## config.mk

```make
export PLATFORM = sky130hd
export DESIGN_NAME = fm_rom_arbiter
export DESIGN_NICKNAME = d
export VERILOG_FILES = /design/src/rtl/fm_rom_arbiter.sv
export SDC_FILE = /design/constraint.sdc
export NUM_CORES = 1
export LEC_CHECK = 0
export CAP_MARGIN = 25
export CELL_PAD_IN_SITES_DETAIL_PLACEMENT = 0
export CELL_PAD_IN_SITES_GLOBAL_PLACEMENT = 1
export CORE_MARGIN = 5
export CORE_UTILIZATION = 13
export CTS_CLUSTER_SIZE = 30
export DETAILED_ROUTE_END_ITERATION = 6
export GPL_ROUTABILITY_DRIVEN = 0
export GPL_TIMING_DRIVEN = 0
export PLACE_DENSITY = 0.77
export SYNTH_ARGS = -nofsm -noshare
export SYNTH_HDL_FRONTEND = slang
export SYNTH_SLANG_ARGS = --single-unit
```

## constraint.sdc

```tcl
create_clock -name clock -period 1.3 [get_ports clock]
set_input_delay 0.26 -clock clock [delete_from_list [all_inputs] [get_ports clock]]
set_output_delay 0.26 -clock clock [all_outputs]
set_load 0.01 [all_outputs]
```

## src/rtl/fm_rom_arbiter.sv

```systemverilog
// Round-robin arbiter sharing one FM waveform ROM between two readers.
// Grant is combinational; the owner tag travels alongside the ROM's read latency.
module fm_rom_arbiter #(
  parameter int ADDR_W  = 11,
  parameter int DATA_W  = 14,
  parameter int ROM_LAT = 2
) (
  input  logic              clock,
  input  logic              reset,
  input  logic              req0,
  input  logic [ADDR_W-1:0] addr0,
  output logic              gnt0,
  input  logic              req1,
  input  logic [ADDR_W-1:0] addr1,
  output logic              gnt1,
  output logic [ADDR_W-1:0] rom_address,
  input  logic [DATA_W-1:0] rom_q,
  output logic [DATA_W-1:0] rd_data,
  output logic              rd_valid0,
  output logic              rd_valid1,
  output logic              busy
);

  logic               prio;
  logic [ROM_LAT-1:0] pipe_vld;
  logic [ROM_LAT-1:0] pipe_own;
  logic               any_gnt;

  // Requester 1 wins a collision only when the pointer favours it.
  always_comb begin
    gnt0 = 1'b0;
    gnt1 = 1'b0;
    if (!reset) begin
      gnt0 = req0 & (~req1 | ~prio);
      gnt1 = req1 & (~req0 | prio);
    end
  end

  assign any_gnt = gnt0 | gnt1;

  always_comb begin
    rom_address = '0;
    if (gnt0)
      rom_address = addr0;
    else if (gnt1)
      rom_address = addr1;
  end

  always_ff @(posedge clock) begin
    if (reset) begin
      prio     <= 1'b0;
      pipe_vld <= '0;
      pipe_own <= '0;
    end else begin
      if (any_gnt)
        prio <= gnt0;
      pipe_vld[0] <= any_gnt;
      pipe_own[0] <= gnt1;
      for (int k = 1; k < ROM_LAT; k++) begin
        pipe_vld[k] <= pipe_vld[k-1];
        pipe_own[k] <= pipe_own[k-1];
      end
    end
  end

  assign rd_data   = rom_q;
  assign rd_valid0 = pipe_vld[ROM_LAT-1] & ~pipe_own[ROM_LAT-1];
  assign rd_valid1 = pipe_vld[ROM_LAT-1] &  pipe_own[ROM_LAT-1];
  assign busy      = |pipe_vld;

endmodule

```

======== Word-level counts from Yosys, hierarchy flattened ========
Cells that the tools add are included.
word-level totals
  flip-flop bits (word level) ............. 5
  latch bits .............................. 0
  bits in writable memories ............... 0
  bits in read-only memories .............. 0
  input port bits ......................... 40
  output and inout bits ................... 30
  word-level logic and storage cells ...... 19
  memories kept ........................... 0
cells by class
  add/sub/neg operators ................... 0
  multipliers ............................. 0
  divide/modulo/power cells ............... 0
  magnitude comparators ................... 0
  eq/ne operators ......................... 0
  shift operators ......................... 0
  mux-type cells .......................... 4
  bitwise operators ....................... 11
  reductions and logical operators ........ 1
operator list
  operator         count
  $mux 11          2
  $and 1x1->1      4
  $not 1->1        4
  $or 1x1->1       3
  $mux 1           2
  $reduce_or 2->1  1

======== Logic depth before layout (Yosys ltp) ========
  word-level depth ........................ 6
  depth in mapped cells ................... 4
  mapped depth without buffers ............ 3

======== Worst setup path after synthesis ========
OpenSTA, ideal clock, no wires.
  kind .................................... register -> output
  from .................................... register prio
  to ...................................... output port rom_address[2]
  arrival ................................. 894 ps
  data required time ...................... 1040 ps
  setup slack ............................. 146 ps
  cell stages (with the launch flop) ...... 5
  buffers on the path ..................... 1
  cell sequence ........................... dfxtp_1 > nand2b_1 > buf_6 > a32oi_1 > nor2_1
between the ends
  word-level cells in the longest chain between the ends .. 5
RTL lines
  what                                       RTL line  text
  start, declared                            24        logic prio;
  start signal, assigned                     56        prio <= gnt0;
  $or 1x1->1 or $not 1->1 (tied branches)    35, 34
  $and 1x1->1 or $or 1x1->1 (tied branches)  35, 34
  $mux 1 or $and 1x1->1 (tied branches)      33, 34
  $mux 11 or $mux 1 (tied branches)          45, 33
  $mux 11 (*)                                43        if (gnt0)
  end, declared                              16        output logic [ADDR_W-1:0] rom_address,
Mark *: on every way between the ends. The rest lies on a longest branch, timed or not.

======== Final worst setup path ========
  from .................................... register prio
  to ...................................... output port rom_address[6]
The elaborated chain is that of the path after synthesis.

==> impl_metrics.prom <==
# TYPE chip_impl_metric gauge
chip_impl_info{name="status",value="finished, violations left"} 1
chip_impl_info{name="failed_checks",value="setup timing"} 1
chip_impl_metric{name="wire_length_of_the_first_global_routing_pass",unit="mm"} 3.19
chip_impl_metric{name="timing.final.crit_share",unit="%"} 121
chip_impl_metric{name="antenna_cells_inserted",unit=""} 0
chip_impl_metric{name="synth-async-reset-ratio",unit="%"} 0
chip_impl_metric{name="hold_path_depth",unit=""} 2
chip_impl_metric{name="dr.first_iter.drc_count",unit=""} 13
chip_impl_metric{name="finalSetupViolations",unit=""} 13
chip_impl_info{name="rsz0062_at_grt",value="true"} 1
chip_impl_metric{name="worst_pin_slew",unit="ps"} 398
chip_impl_metric{name="clock_sinks",unit=""} 5
chip_impl_metric{name="slowest_delay",unit="ps"} 350
chip_impl_metric{name="max_slew_margin",unit="%"} 73.4
chip_impl_metric{name="reg2reg_setup_slack",unit="ps"} 430
chip_impl_metric{name="route.detailed.drc",unit=""} 0
chip_impl_metric{name="first_pass_iters",unit=""} 4
chip_impl_metric{name="die_width",unit="um"} 70.2
chip_impl_metric{name="finalMaxSlewViolations",unit=""} 0
chip_impl_metric{name="clk_transition_reported_paths",unit="ps"} 40
chip_impl_info{name="crit_path_start_kind",value="register"} 1
chip_impl_metric{name="power.density",unit="mW/mm2"} 618
chip_impl_info{name="clk_root_buffer_cell",value="sky130_fd_sc_hd__clkbuf_4"} 1
chip_impl_metric{name="hold_viol_final",unit=""} 0
chip_impl_info{name="crit_slowest_cell",value="sky130_fd_sc_hd__dfxtp_4"} 1
chip_impl_metric{name="worst_r2r_path_depth",unit=""} 4
chip_impl_metric{name="synth_cell_type_count",unit=""} 16
chip_impl_metric{name="wl_per_cell",unit="um"} 11.8
chip_impl_metric{name="synthToLayoutAreaGrowth",unit="%"} 126
chip_impl_metric{name="track_usage",unit="%"} 7.95
chip_impl_info{name="worst_hold_path_startpoint",value="reset"} 1
chip_impl_metric{name="routed-via-count",unit=""} 670
chip_impl_metric{name="avgViaCountPerCell",unit=""} 3.99
chip_impl_metric{name="hold-worst-slack",unit="ps"} 313
chip_impl_metric{name="crit_fanout",unit=""} 5
chip_impl_metric{name="detailedPlacementHpwl",unit="mm"} 1.70
chip_impl_metric{name="seq_area_frac_synth",unit="%"} 21.3
chip_impl_metric{name="grt_antenna_before_repair",unit=""} 0
chip_impl_metric{name="required_time_at_the_worst_slack_endpoint",unit="ps"} 1040
chip_impl_metric{name="fin_worst_skew",unit="ps"} 0.196
chip_impl_info{name="tritoncts",value="built"} 1
chip_impl_metric{name="synth_fp_nets",unit=""} 102
chip_impl_metric{name="netlist.area_leader.share",unit="%"} 22.3
chip_impl_info{name="holdCritPathClass",value="in2reg"} 1
chip_impl_metric{name="chipHeight",unit="um"} 70.2
chip_impl_metric{name="total_power",unit="mW"} 0.657
chip_impl_metric{name="ctsHtreeMaxLevel",unit=""} 1
chip_impl_metric{name="synthesis.area",unit="um2"} 470
chip_impl_metric{name="floorplan.core_area",unit="mm2"} 0.00342
chip_impl_metric{name="nNetsFinal",unit=""} 163
chip_impl_info{name="reg2reg_from",value="prio$_SDFFE_PP0P_"} 1
chip_impl_metric{name="cts-root-to-sink-buffers",unit=""} 2
chip_impl_info{name="crit_end_element",value="output port"} 1
chip_impl_metric{name="drt.antenna.violating_nets",unit=""} 0
chip_impl_metric{name="synth_edf_count",unit=""} 0
chip_impl_metric{name="cp_data_arrival_time",unit="ps"} 1310
chip_impl_info{name="synthFlopType",value="sky130_fd_sc_hd__dfxtp_1"} 1
chip_impl_metric{name="post-place-cells",unit=""} 162
chip_impl_metric{name="maxCapViolCount",unit=""} 0
chip_impl_metric{name="io-pin-count",unit=""} 70
chip_impl_metric{name="post_synth_inst_count",unit=""} 62
chip_impl_metric{name="die_area",unit="mm2"} 0.00492
chip_impl_metric{name="start_util",unit="%"} 13.8
chip_impl_metric{name="post-place-ws",unit="ps"} -899
chip_impl_info{name="timing.critical_path.from",value="prio$_SDFFE_PP0P_"} 1
chip_impl_metric{name="post_route_cells_drive_above_1_share",unit="%"} 36.9
chip_impl_metric{name="final_cell_count_no_fill",unit=""} 168
chip_impl_metric{name="synth_warnings",unit=""} 0
chip_impl_metric{name="leakagePower",unit="nW"} 0.477
chip_impl_metric{name="worstSkewPairLatency",unit="ps"} 230
chip_impl_info{name="synth_area_leaders",value="sky130_fd_sc_hd__buf_4, sky130_fd_sc_hd__dfxtp_1, sky130_fd_sc_hd__a32oi_1"} 1
chip_impl_info{name="crit-reg2reg-capture",value="pipe_own[0]$_SDFF_PP0_"} 1
chip_impl_metric{name="cts_made_buffers",unit=""} 3
chip_impl_metric{name="port_buffers",unit=""} 54
chip_impl_info{name="timing.setup.critical_path_class",value="reg2out"} 1
chip_impl_info{name="whs_endpoint",value="pipe_own[1]$_SDFF_PP0_"} 1
chip_impl_metric{name="grt_start_max_net_pins",unit=""} 11
chip_impl_metric{name="via_count_of_the_first_global_routing_pass",unit=""} 741
chip_impl_metric{name="maximum_resistive_drop_on_vdd",unit="uV"} 200
chip_impl_metric{name="synth_register_bits",unit=""} 5
chip_impl_metric{name="n_fill_cell",unit=""} 388
chip_impl_metric{name="grt_overflow",unit=""} 0
chip_impl_metric{name="finalWorstSetupSlack",unit="ps"} -267
chip_impl_metric{name="routed_wire_length",unit="mm"} 1.99
chip_impl_info{name="critical_path.most_common_cell",value="sky130_fd_sc_hd__buf_2"} 1
chip_impl_metric{name="rows",unit=""} 21
chip_impl_metric{name="finalCriticalPeriod",unit="ps"} 1570
chip_impl_metric{name="avg_inst_size_synth",unit="um2"} 7.59
chip_impl_info{name="worstPathCellList",value="nand2b_4, buf_2, a32oi_1, nor2_1, buf_2"} 1
chip_impl_info{name="yosys.area.top_type",value="sky130_fd_sc_hd__buf_4"} 1
chip_impl_metric{name="achievable-frequency",unit="MHz"} 638
[sequential cells by signal (all words and copies together) (netlist names)]
| signal | cells |
|---|---|
| prio | 1 |
| pipe_own | 2 |
| pipe_vld | 2 |
[synthesized netlist by cell type, types with 2 or more instances]
cell	number
sky130_fd_sc_hd__buf_6	2
sky130_fd_sc_hd__dfxtp_1	5
sky130_fd_sc_hd__buf_2	2
sky130_fd_sc_hd__buf_4	14
sky130_fd_sc_hd__nor2b_1	3
sky130_fd_sc_hd__nor2_1	16
sky130_fd_sc_hd__a32oi_1	11
[repair_timing]
item | CTS | global route
cloned | 0 | 1
pin swaps | 0 | 4
resized for setup | 65 | 6
setup buffers | 0 | 1
endpoints found under the setup margin | 16 | 13
hold buffers | 0 | 0
[kinds of logic (layout without fill, tap and decap cells)]
group | count (synthesis) | count (layout) | synth area share [%]
AND/OR/NAND/NOR | 26 | 26 | 25.8
buffers and inverters | 19 | 79 | 30.1
AO/OA/AOI/OAI | 12 | 12 | 22.9
flip-flops | 5 | 5 | 21.3
[per-layer routing]
| metal | routed length [um] | part of all wire [%] | track usage [%] | vias to the layer above |
|---|---|---|---|---|
| li1 | - | - | - | 328 |
| met1 | 673 | 34 | 7.51 | 280 |
| met2 | 927 | 47 | 13.1 | 60 |
| met3 | 368 | 19 | 5.45 | 2 |
| met4 | 19 | 0.96 | 3.83 | 0 |
| met5 | 0 | 0 | 0 | - |
[stage by stage]
step                      utilization [%]  instance area [um2]  setup TNS, ps
after CTS                            31.2                 1060          -2960
final                                31.1                 1060          -2750
after detailed placement             31.3                 1070         -10950
after global placement               31.3                 1070         -10590
after global routing                 31.1                 1060          -3760
after floorplan                         -                  470              0
[cell usage in the layout, fill, tap and decap left out]
cell type                         count
sky130_fd_sc_hd__clkdlybuf4s50_1     36
sky130_fd_sc_hd__buf_2               16
sky130_fd_sc_hd__buf_4               16
sky130_fd_sc_hd__nor2_1              16
sky130_fd_sc_hd__a32oi_1             11
sky130_fd_sc_hd__dfxtp_1              4
sky130_fd_sc_hd__nor2b_1              3
sky130_fd_sc_hd__clkbuf_4             3
sky130_fd_sc_hd__buf_6                2
sky130_fd_sc_hd__clkdlybuf4s15_2      2
sky130_fd_sc_hd__dlygate4sd2_1        2
sky130_fd_sc_hd__and2_2               1
sky130_fd_sc_hd__nor3b_2              1
sky130_fd_sc_hd__buf_1                1
sky130_fd_sc_hd__nand2b_4             1
sky130_fd_sc_hd__a21boi_4             1
sky130_fd_sc_hd__nand2_1              1
sky130_fd_sc_hd__and2_1               1
sky130_fd_sc_hd__or2_2                1
sky130_fd_sc_hd__nor3_1               1
sky130_fd_sc_hd__clkbuf_1             1
sky130_fd_sc_hd__dfxtp_4              1
[worst max-delay path: cells and delay by family, from the launching register on]
kind                   cells  cell delay (ps)
buffers and inverters      2              310
flip-flops                 1              350
AND/OR/NAND/NOR            2              220
AO/OA/AOI/OAI              1              190
[power by group]
part | internal [mW] | switching [mW] | leakage (nW)
Combinational | 0.196 | 0.119 | 0.420
Sequential | 0.163 | 0.00588 | 0.0420
Clock | 0.116 | 0.0579 | 0.0150
[cell type report]
type,instances,area [um2],share of cell area [%]
timing repair buffer,56,483,45.4
multi-input combinational,38,249,23.4
buffer,19,144,13.5
sequential,5,104,9.76
tap,46,57.6,5.41
clock buffer,4,26.3,2.47
[how the worst max path moves through the flow]
stage / slack [ps] / to
final: -270 / rom_address[6]
after detailed placement: -900 / rom_address[7]
after CTS: -280 / rom_address[7]
after floorplan: 150 / rom_address[2]
after global routing: -340 / rom_address[8]
after global placement: -880 / rom_address[7]
(Power assumes the default switching activity.)
